### src/rtl/neopixel_pkg.sv
// Shared state encoding, pixel geometry and GRB field offsets for the
// WS2812-style strip controller.
package neopixel_pkg;

  localparam int PIXEL_W   = 24;
  localparam int G_LSB     = 16;
  localparam int R_LSB     = 8;
  localparam int B_LSB     = 0;
  localparam int BIT_CNT_W = $clog2(PIXEL_W);

  typedef enum logic [2:0] {
    ST_IDLE  = 3'd0,
    ST_LOAD  = 3'd1,
    ST_HIGH  = 3'd2,
    ST_LOW   = 3'd3,
    ST_LATCH = 3'd4
  } state_t;

  function automatic logic [PIXEL_W-1:0] pack_grb(input logic [7:0] g,
                                                   input logic [7:0] r,
                                                   input logic [7:0] b);
    logic [PIXEL_W-1:0] p;
    p = '0;
    p[G_LSB +: 8] = g;
    p[R_LSB +: 8] = r;
    p[B_LSB +: 8] = b;
    return p;
  endfunction

endpackage

### src/rtl/neopixel_bit_gen.sv
// Per-bit waveform timer: one start strobe launches a T_BIT-cycle bit whose
// high phase lasts T0H or T1H cycles depending on bit_val.
module neopixel_bit_gen #(
  parameter int T0H   = 10,
  parameter int T1H   = 19,
  parameter int T_BIT = 34
) (
  input  logic clk,
  input  logic rst_n,
  input  logic start,
  input  logic bit_val,
  output logic line,
  output logic high_end,
  output logic bit_done
);

  localparam int CNT_W = $clog2(T_BIT);

  logic [CNT_W-1:0] cnt_reg;
  logic             running_reg;
  logic [CNT_W-1:0] high_len;
  logic [CNT_W-1:0] high_last;

  // bit_val must stay stable for the whole bit; the caller holds it in a shift register
  assign high_len  = bit_val ? CNT_W'(T1H)     : CNT_W'(T0H);
  assign high_last = bit_val ? CNT_W'(T1H - 1) : CNT_W'(T0H - 1);

  assign line     = running_reg && (cnt_reg < high_len);
  assign high_end = running_reg && (cnt_reg == high_last);
  assign bit_done = running_reg && (cnt_reg == CNT_W'(T_BIT - 1));

  always_ff @(posedge clk or negedge rst_n) begin
    if (!rst_n) begin
      cnt_reg     <= '0;
      running_reg <= 1'b0;
    end else if (start) begin
      cnt_reg     <= '0;
      running_reg <= 1'b1;
    end else if (bit_done) begin
      cnt_reg     <= '0;
      running_reg <= 1'b0;
    end else if (running_reg) begin
      cnt_reg <= cnt_reg + CNT_W'(1);
    end
  end

endmodule

### src/rtl/neopixel_strip_ctrl.sv
// WS2812 strip controller: frame buffer of GRB pixels, serialised MSB-first
// with a latch gap after each frame; single frames or continuous refresh.
module neopixel_strip_ctrl
  import neopixel_pkg::*;
#(
  parameter int NUM_LEDS   = 8,
  parameter int ADDR_W     = 8,
  parameter int T0H        = 10,
  parameter int T1H        = 19,
  parameter int T_BIT      = 34,
  parameter int T_RESET    = 1400,
  parameter bit INVERT_OUT = 1'b1
) (
  input  logic                i_clk,
  input  logic                i_reset,
  input  logic [ADDR_W-1:0]   i_wr_addr,
  input  logic                i_wr_en,
  input  logic [PIXEL_W-1:0]  i_wr_data,
  input  logic                i_start,
  input  logic                i_auto,
  output logic                o_busy,
  output logic                o_done,
  output logic                o_led_out
);

  localparam int IDX_W   = (NUM_LEDS > 1) ? $clog2(NUM_LEDS) : 1;
  localparam int LATCH_W = $clog2(T_RESET);

  logic [PIXEL_W-1:0] pix_arr [NUM_LEDS];

  // Out-of-range addresses match no pixel, so those writes simply vanish
  generate
    for (genvar gi = 0; gi < NUM_LEDS; gi++) begin : g_pix
      logic [PIXEL_W-1:0] pix_reg;

      always_ff @(posedge i_clk or negedge i_reset) begin
        if (!i_reset) begin
          pix_reg <= '0;
        end else if (i_wr_en && (i_wr_addr == ADDR_W'(gi))) begin
          pix_reg <= i_wr_data;
        end
      end

      assign pix_arr[gi] = pix_reg;
    end
  endgenerate

  state_t               state_reg;
  logic [IDX_W-1:0]     idx_reg;
  logic [BIT_CNT_W-1:0] bit_cnt_reg;
  logic [PIXEL_W-1:0]   shift_reg;
  logic [LATCH_W-1:0]   latch_cnt_reg;
  logic                 busy_reg;
  logic                 done_reg;
  logic                 led_reg;

  logic gen_start;
  logic gen_line;
  logic gen_high_end;
  logic gen_bit_done;
  logic more_bits;

  assign more_bits = (bit_cnt_reg != '0);
  assign gen_start = (state_reg == ST_LOAD) ||
                     ((state_reg == ST_LOW) && gen_bit_done && more_bits);

  neopixel_bit_gen #(
    .T0H   (T0H),
    .T1H   (T1H),
    .T_BIT (T_BIT)
  ) u_bit_gen (
    .clk      (i_clk),
    .rst_n    (i_reset),
    .start    (gen_start),
    .bit_val  (shift_reg[PIXEL_W-1]),
    .line     (gen_line),
    .high_end (gen_high_end),
    .bit_done (gen_bit_done)
  );

  always_ff @(posedge i_clk or negedge i_reset) begin
    if (!i_reset) begin
      state_reg     <= ST_IDLE;
      idx_reg       <= '0;
      bit_cnt_reg   <= '0;
      shift_reg     <= '0;
      latch_cnt_reg <= '0;
      busy_reg      <= 1'b0;
      done_reg      <= 1'b0;
      led_reg       <= INVERT_OUT;
    end else begin
      done_reg <= 1'b0;
      // Line is registered one cycle behind the state so the pin never glitches
      led_reg  <= gen_line ^ INVERT_OUT;
      case (state_reg)
        ST_IDLE: begin
          if (i_start || i_auto) begin
            state_reg <= ST_LOAD;
            idx_reg   <= '0;
            busy_reg  <= 1'b1;
          end
        end
        ST_LOAD: begin
          shift_reg   <= pix_arr[idx_reg];
          bit_cnt_reg <= BIT_CNT_W'(PIXEL_W - 1);
          state_reg   <= ST_HIGH;
        end
        ST_HIGH: begin
          if (gen_high_end) begin
            state_reg <= ST_LOW;
          end
        end
        ST_LOW: begin
          if (gen_bit_done) begin
            if (more_bits) begin
              shift_reg   <= {shift_reg[PIXEL_W-2:0], 1'b0};
              bit_cnt_reg <= bit_cnt_reg - BIT_CNT_W'(1);
              state_reg   <= ST_HIGH;
            end else if (idx_reg < IDX_W'(NUM_LEDS - 1)) begin
              idx_reg   <= idx_reg + IDX_W'(1);
              state_reg <= ST_LOAD;
            end else begin
              latch_cnt_reg <= '0;
              state_reg     <= ST_LATCH;
            end
          end
        end
        ST_LATCH: begin
          if (latch_cnt_reg == LATCH_W'(T_RESET - 1)) begin
            latch_cnt_reg <= '0;
            state_reg     <= ST_IDLE;
            busy_reg      <= 1'b0;
            done_reg      <= 1'b1;
          end else begin
            latch_cnt_reg <= latch_cnt_reg + LATCH_W'(1);
          end
        end
        default: begin
          state_reg <= ST_IDLE;
          busy_reg  <= 1'b0;
        end
      endcase
    end
  end

  assign o_busy    = busy_reg;
  assign o_done    = done_reg;
  assign o_led_out = led_reg;

endmodule

### config.mk
export PLATFORM = sky130hd
export DESIGN_NAME = neopixel_strip_ctrl
export DESIGN_NICKNAME = d
export VERILOG_FILES = /design/src/rtl/neopixel_pkg.sv /design/src/rtl/neopixel_bit_gen.sv /design/src/rtl/neopixel_strip_ctrl.sv
export SDC_FILE = /design/constraint.sdc
export NUM_CORES = 1
export LEC_CHECK = 0
export CAP_MARGIN = 20
export CELL_PAD_IN_SITES_DETAIL_PLACEMENT = 1
export CELL_PAD_IN_SITES_GLOBAL_PLACEMENT = 2
export CORE_MARGIN = 2
export CORE_UTILIZATION = 40
export CTS_BUF_LIST = sky130_fd_sc_hd__clkbuf_8
export DETAILED_ROUTE_END_ITERATION = 8
export PLACE_DENSITY_LB_ADDON = 0.1
export SLEW_MARGIN = 10
export SYNTH_ARGS = -nofsm -noshare
export SYNTH_HDL_FRONTEND = slang
export SYNTH_SLANG_ARGS = --single-unit
### constraint.sdc
create_clock -name i_clk -period 3.1 [get_ports i_clk]
set_clock_uncertainty 0.1 [all_clocks]
set_input_delay 0.93 -clock i_clk [delete_from_list [all_inputs] [get_ports i_clk]]
set_output_delay 0.93 -clock i_clk [all_outputs]
set_load 0.005 [all_outputs]
* Word level (Yosys, flattened, before mapping) *
Cells that the tools add are included.

word-level totals
  input port bits = 37
  register bits = 248

cells by class
  add/subtract/negate cells = 4
  multiplexer cells = 38
  magnitude comparators = 3
  reductions and logical operators = 29
  bitwise operators = 3
  equal/unequal tests = 22

operator list
  kind                                           count
  two-way mux 24 bit                             4
  binary-select mux 24 bit (select 3 bit)        1
  one-hot mux 24 bit (2 select lines)            1
  two-way mux 11 bit                             4
  == test 8 x 3 -> 1 bit, second input constant  4
  two-way mux 3 bit                              10
  one-hot mux 11 bit (2 select lines)            1
  two-way mux 5 bit                              4
  two-way mux 6 bit                              3
  == test 8 x 2 -> 1 bit, second input constant  2
  one-hot mux 3 bit (5 select lines)             1
  != test 2 bit, second input constant           7
  logical AND 1 bit                              13
  adder 11 x 1 -> 11 bit, second input constant  1
  == test 11 bit, second input constant          1
  one-hot mux 5 bit (2 select lines)             1
  == test 8 x 1 -> 1 bit, second input constant  1
  zero test 8 bit                                1
  AND reduction 4 bit                            2
  nonzero test 2 bit                             4
  adder 6 x 1 -> 6 bit, second input constant    1
  == test 3 x 2 -> 1 bit, second input constant  2
  == test 6 bit                                  1
  == test 6 bit, second input constant           1
  20 further kinds                               28

* Longest topological paths before layout *
Gate-level depths: netlist of run 1.

  word-level depth = 6
  mapped depth = 9

* By module *
A second synthesis of run 1 with hierarchy kept.

unflattened totals
  cells, all modules = 905
  area total of the unflattened synthesis = 11782.6 µm²

by module, submodules not included
  module               times used  cells an instance  area each (µm²)
  neopixel_strip_ctrl  1           857                11325.9
  neopixel_bit_gen     1           48                 456.7

* Least setup slack after synthesis of run 1 *
OpenSTA, ideal clock, no wires.

  kind = input port to flip-flop
  start point = in i_wr_addr[3]
  end point = reg g_pix[4].pix_reg[10]
  path slack = 0.563 ns
  library setup time = 0.125 ns
  arrival = 2.312 ns
  cell stages on the path = 5
  cells stage by stage = nor4_2 nand3b_2 nor3b_4 buf_6 mux2_2

on the way
  longest elaborated chain between the ends = 2

RTL lines
  what                    line                       RTL
  start: declaration      neopixel_strip_ctrl.sv:16  input logic [ADDR_W-1:0] i_wr_addr,
  == test 8 x 3 -> 1 bit  neopixel_strip_ctrl.sv:39  end else if (i_wr_en && (i_wr_addr == ADDR_W'(gi))) begin
  logical AND 1 bit       neopixel_strip_ctrl.sv:39
  end signal: assignment  neopixel_strip_ctrl.sv:40  pix_reg <= i_wr_data;
  end: declaration        neopixel_strip_ctrl.sv:34  logic [PIXEL_W-1:0] pix_reg;

No other way between the ends.
A chain may end at the register's enable or synchronous reset.

* Worst setup path after layout of run 1 *
  start point = reg led_reg, in the netlist o_led_out
  end point = out o_led_out

RTL lines
  what                      line                       RTL
  start: declaration        neopixel_strip_ctrl.sv:55  logic led_reg;
  start signal: assignment  neopixel_strip_ctrl.sv:94  led_reg <= gen_line ^ INVERT_OUT;
  end: declaration          neopixel_strip_ctrl.sv:23  output logic o_led_out

No word-level cell between the ends.

==> results of run 1 <==
[stage by stage]
stage / setup slack, ns / hold slack (ns)
2_1_floorplan: 0.563 / 0.357
3_3_place_gp: 0.0582 / 0.368
3_5_place_dp: 0.0217 / 0.384
4_1_cts: 0.454 / 0.232
5_1_grt: 0.458 / 0.263
6_report: 0.502 / 0.204
[power by group]
| part | switching, mW | total [mW] | internal [mW] | leakage [nW] |
|---|---|---|---|---|
| clock | 1.38 | 3.19 | 1.81 | 0.551 |
| combinational | 1.32 | 2.29 | 0.977 | 2.58 |
| sequential | 0.328 | 3.96 | 3.63 | 3.33 |
[synthesized netlist by cell type, types with 5 or more instances]
| master | count | area (µm²) |
|---|---|---|
| mux2_1 | 8 | 90.1 |
| buf_4 | 17 | 128 |
| nor2_1 | 19 | 71.3 |
| buf_2 | 17 | 85.1 |
| ha_1 | 8 | 100 |
| nand2_1 | 40 | 150 |
| mux2i_1 | 97 | 971 |
| nand4_1 | 6 | 37.5 |
| nor2b_1 | 5 | 31.3 |
| inv_1 | 13 | 48.8 |
| buf_6 | 6 | 67.6 |
| nand3_1 | 31 | 155 |
| a21oi_1 | 30 | 150 |
| mux2_2 | 185 | 2080 |
| nor3_1 | 8 | 40.0 |
| dfrtp_1 | 247 | 6180 |
| a22oi_1 | 46 | 345 |
| a31oi_1 | 28 | 175 |
| and2_1 | 8 | 50.1 |
| clkbuf_1 | 21 | 78.8 |
[logic make-up (layout without fill, tap and decap cells)]
group           count (synthesis)  in the layout
xor+xnor                        6              6
flops                         248            248
compound gates                135            135
simple gates                  149            149
mux                           292            292
buf+inv                        75            169
fa+ha+maj                       8              8
[worst paths after layout]
path / startpoint / endpoint / slack [ns] / depth (start not counted)
worst max-delay path: o_led_out$_DFF_PN1_ / o_led_out / 0.50 / 1
worst min-delay path: i_reset / g_pix[0].pix_reg[4]$_DFFE_PN0P_ / 0.20 / 1
worst max register to register: bit_cnt_reg[0]$_DFFE_PN0P_ / idx_reg[0]$_DFFE_PN0P_ / 0.74 / 6
worst min register to register: g_pix[2].pix_reg[7]$_DFFE_PN0P_ / g_pix[2].pix_reg[7]$_DFFE_PN0P_ / 0.39 / 1
max in group asynchronous: i_reset / g_pix[0].pix_reg[19]$_DFFE_PN0P_ / 1.90 / 2
min in group i_clk: g_pix[2].pix_reg[7]$_DFFE_PN0P_ / g_pix[2].pix_reg[7]$_DFFE_PN0P_ / 0.39 / 1
[per-layer routing]
layer  track usage [%]  part of all wire [%]
met5                 0                 0.044
met4              5.44                   1.7
met3              2.99                   3.2
met2              35.4                    51
met1              24.8                    44
[cell type report]
type	instances	area, µm²	area share, %
clock inverter	21	98.8	0.722
timing repair buffer	72	806	5.89
multi-input combinational	590	5170	37.8
tap	384	480	3.51
inverter	13	48.8	0.357
sequential	248	6210	45.4
clock buffer	63	867	6.34
==> impl_metrics.json, run 1 <==
{
  "cts_setup_buffers": 0,
  "synthMuxAreaShare_pct": 27.1,
  "synth_async_sr_flop_share_pct": 100,
  "path_delay_family": "flip-flops",
  "setup_viol": 0,
  "largest_reg_flops": 192,
  "synthDistinctLibCells": 66,
  "grt-ovfl-total": 0,
  "synth_top_family_by_area": "multiplexers",
  "synth_area_mm2": 0.0118,
  "die_y_um": 176,
  "critPathSlowestCell": "dfstp_2",
  "start_util_pct": 40.8,
  "place.gp.congestion": 0.784,
  "grt_max_degree": 70,
  "yosysWarnings": 0,
  "synth-seq-area-share_pct": 52.7,
  "die_w_um": 176,
  "critPathBufInv": 1,
  "hold_viol": 0,
  "ys.flop_type": "dfrtp_1",
  "antenna_found_initial": 1,
  "die_area_mm2": 0.0308,
  "relSlewSlack_pct": 59.5,
  "startpoint_type": "register",
  "ys_ff_latch": 248,
  "path_max_fanout": 1,
  "powerDensity_mw_per_mm2": 690,
  "syn_avg_cell_area_um2": 12.9,
  "fin_crit_sh_pct": 83.8,
  "grt_pass1_vias": 8707,
  "synth_compound_gate_area_share_pct": 7.93,
  "synth_simple_gate_area_share_pct": 7.52,
  "drt_pre_antenna_iters": 4,
  "clockBufferDepth": 3,
  "synth_cells": 913,
  "fin_util_pct": 47.4,
  "final_antenna_net_count": 0,
  "max_cap_viol_count": 0,
  "drt-total-wl_mm": 29.5,
  "hp-class": "in -> async",
  "p_leak_nw": 6.46,
  "cts_sinks": 248,
  "slowest_delay_ns": 0.53,
  "ios": 40,
  "synth_xor_xnor_area_share_pct": 0.446,
  "design.core.area_mm2": 0.0289,
  "grt_util_all_layers_pct": 19.8,
  "ctsHoldBuffers": 0,
  "tns_ns": 0,
  "layout_common_cells": "dfrtp_1, mux2_2, mux2i_1, clkbuf_8, a22oi_1",
  "vias": 7631,
  "drt_iter0_drc": 287,
  "vias_per_cell": 5.49,
  "final_area_mm2": 0.0137,
  "routedWlPerCell_um": 21.2,
  "drc": 0,
  "clkLatencyLatePin_ns": 0.56,
  "cts_tree": "yes",
  "dp_hpwl_mm": 18.5,
  "period_minus_slack_ns": 2.60,
  "status": "finished, final reports clean",
  "post_cts_resized": 0,
  "crit_chain": "clkdlybuf4s50_1",
  "fillCellCount": 2944,
  "peakVddDrop_mv": 0.369,
  "synth-adder-area-share_pct": 0.850,
  "synth_edf_count": 0,
  "critPathKind": "reg -> out",
  "grt_pass1_wl_mm": 48.0,
  "dpl.cell_count": 1307,
  "slew_viol_final": 0,
  "cts_buffers": 45,
  "syn2layout_area_growth_pct": 16.1,
  "cts_root_buf": "clkbuf_8",
  "htreeDepth": 2,
  "worstSetupEndpointType": "output port",
  "fp-row-count": 62,
  "max_freq_mhz": 385,
  "cp.required_ns": 2.07,
  "nets": 1015,
  "port_buffers": 39,
  "syn_nets": 958,
  "layout_commonest_cell": "dfrtp_1",
  "path_clk_slew_ns": 0.06,
  "fin_total_pwr_mw": 9.45,
  "placed_area_mm2": 0.0127,
  "num_antenna_cells": 0,
  "rsz0062_at_grt": "false",
  "tightest_slew_ns": 0.607,
  "drive_gt1_share_pct": 31.7,
  "arrival_ns": 1.57,
  "fin_cells": 1391
}
(Power assumes the default switching activity.)
==> inputs of run 2 (changes only) <==
==> constraint.sdc (replaced) <==
create_clock -name i_clk -period 2.1 [get_ports i_clk]
set_clock_uncertainty 0.1 [all_clocks]
set_input_delay 0.63 -clock i_clk [delete_from_list [all_inputs] [get_ports i_clk]]
set_output_delay 0.63 -clock i_clk [all_outputs]
set_load 0.005 [all_outputs]
==> run 2 against run 1 <==
Non-clock buffer count is 41 higher. Highest routed layer is now met4. Die area unchanged. Critical path depth rose by 7. Power is 48% higher. Hold slack improved by 0.18 ns. Core utilization up 1.5 points. Global-route usage up 0.76 points. Cell area rose by 3.2%. First-iteration DRC count increased by 39%. Sequential power is 46% higher.
==> impl_metrics.json, run 2 (synthesis results as in run 1) <==
{
  "status": "finished, final reports clean",
  "cp.required_ns": 2.44,
  "cts_tree": "yes",
  "fin_util_pct": 48.9,
  "period_minus_slack_ns": 2.09,
  "num_antenna_cells": 0,
  "dp_hpwl_mm": 19.0,
  "die_y_um": 176,
  "grt_pass1_wl_mm": 49.4,
  "cts_root_buf": "clkbuf_8",
  "drc": 0,
  "peakVddDrop_mv": 0.565,
  "cts_sinks": 248,
  "grt_max_degree": 68,
  "routedWlPerCell_um": 21.7,
  "worstSetupEndpointType": "register",
  "fin_crit_sh_pct": 99.3,
  "grt_pass1_vias": 8778,
  "slew_viol_final": 0,
  "crit_top_cell": "buf_6",
  "multi_input_area_mm2": 0.00529,
  "detailedPlace.worstSlack_ns": -0.678,
  "design.core.area_mm2": 0.0289,
  "drt_iter0_drc": 400,
  "antenna_found_initial": 0,
  "vias": 7854,
  "r2r_start": "bit_cnt_reg[1]$_DFFE_PN0P_",
  "dpl.cell_count": 1335,
  "fin_cells": 1428,
  "htreeDepth": 2,
  "cts_buffers": 45,
  "nets": 1056,
  "tightest_slew_ns": 0.616,
  "crit_chain": "dlygate4sd2_1 > nor4_4 > nand3b_4 > buf_6 > nor3b_4 > buf_6 > clkbuf_16 > mux2_2",
  "regArea_mm2": 0.00621,
  "drt-total-wl_mm": 31.0,
  "hold_viol": 0,
  "drt_pre_antenna_iters": 4,
  "relSlewSlack_pct": 58.8,
  "critPathKind": "in -> reg",
  "p_leak_nw": 6.72,
  "arrival_ns": 2.42,
  "die_area_mm2": 0.0308,
  "fp-row-count": 62,
  "place.gp.congestion": 0.761,
  "path_clk_slew_ns": 0.06,
  "clkLatencyLatePin_ns": 0.56,
  "powerDensity_mw_per_mm2": 990,
  "start_util_pct": 40.8,
  "port_buffers": 39,
  "cp-startpoint": "i_wr_addr[5]",
  "fin_hold_ws_ns": 0.388,
  "max_freq_mhz": 479,
  "rsz0062_at_grt": "true",
  "final_antenna_net_count": 0,
  "die_w_um": 176,
  "vias_per_cell": 5.50,
  "worst_slack_ns": 0.0141,
  "slowest_delay_ns": 0.35,
  "critPathSlowestCell": "nor4_4",
  "layout_commonest_cell": "dfrtp_1",
  "grt-ovfl-total": 0,
  "hold_path_startpoint": "g_pix[2].pix_reg[6]$_DFFE_PN0P_",
  "path_max_fanout": 6,
  "syn2layout_area_growth_pct": 19.9,
  "fin_total_pwr_mw": 14.0,
  "clockBufferDepth": 3,
  "setup_viol": 0,
  "layout_common_cells": "dfrtp_1, mux2_2, mux2i_1, clkbuf_8, buf_4",
  "max_cap_viol_count": 0,
  "drive_gt1_share_pct": 34.5,
  "fillCellCount": 2964,
  "ios": 40,
  "hp-class": "reg -> reg",
  "largest_reg_flops": 192,
  "startpoint_type": "primary input",
  "grt_util_all_layers_pct": 20.5
}
run 2: cell types whose count changed in the layout (fill, tap and decap cells not counted), moves of 3 or more:
| cell | change |
|---|---|
| buf_4 | +29 |
| mux2_2 | -10 |
| mux2_4 | +10 |
| clkbuf_8 | -7 |
| clkdlybuf4s50_1 | -7 |
| dlygate4sd2_1 | +6 |
| buf_6 | +5 |
| buf_12 | +3 |
| inv_1 | +3 |
run 2: final timing paths:
path	endpoint	slack, ns	depth (start not counted)
worst max-delay path	g_pix[4].pix_reg[7]$_DFFE_PN0P_	0.01	8
max in group asynchronous	o_led_out$_DFF_PN1_	0.82	3
worst min-delay path	g_pix[2].pix_reg[6]$_DFFE_PN0P_	0.39	1
min in group asynchronous	latch_cnt_reg[7]$_DFFE_PN0P_	0.44	2
worst min register to register	g_pix[2].pix_reg[6]$_DFFE_PN0P_	0.39	1
worst max register to register	latch_cnt_reg[8]$_DFFE_PN0P_	0.04	6
run 2: worst max-delay path, delay by kind of cell:
| kind | cells | cell delay [ns] |
|---|---|---|
| buffers and inverters | 4 | 0.74 |
| muxes | 1 | 0.33 |
| and+or+nand+nor | 3 | 0.70 |
run 2: stage by stage:
stage / setup TNS (ns) / instance area, µm²
finish: 0 / 14100
CTS: -0.0121 / 14000
global placement: -102.02 / 13000
detailed placement: -116.94 / 13000
global route: -0.350 / 14100
floorplan: -2.90 / 11800
run 2: area by class of cell:
cell class | instances | share of cell area [%]
Inverter | 13 | 0.346
Sequential cell | 248 | 44.0
Clock inverter | 24 | 0.718
Timing Repair Buffer | 113 | 8.66
Multi-Input combinational cell | 590 | 37.4
Tap cell | 384 | 3.40
Clock buffer | 56 | 5.46
run 2: repair_timing:
action	in CTS	in global routing
hold buffers	1	0
buffers inserted	5	3
cloned	2	2
pin swaps	5	7
endpoints found under the hold margin	17	0
endpoints found under the setup margin	116	34
resized for setup	21	9
run 2: where the power goes:
| part | leakage, nW | internal [mW] | switching (mW) | total [mW] |
|---|---|---|---|---|
| Combinational | 2.88 | 1.68 | 2.16 | 3.84 |
| Clock | 0.523 | 2.39 | 1.98 | 4.37 |
| Sequential | 3.32 | 5.37 | 0.407 | 5.77 |
| Total | 6.72 | 9.44 | 4.54 | 14.0 |
run 2: routing by layer:
layer  vias up  GRT usage, %  part of all wire, %
li1       3567             -                    -
met1      4089          26.8                   45
met2       131          34.8                   48
met3        67          3.53                  3.8
met4         0          6.71                  2.6
met5         -             0                    0
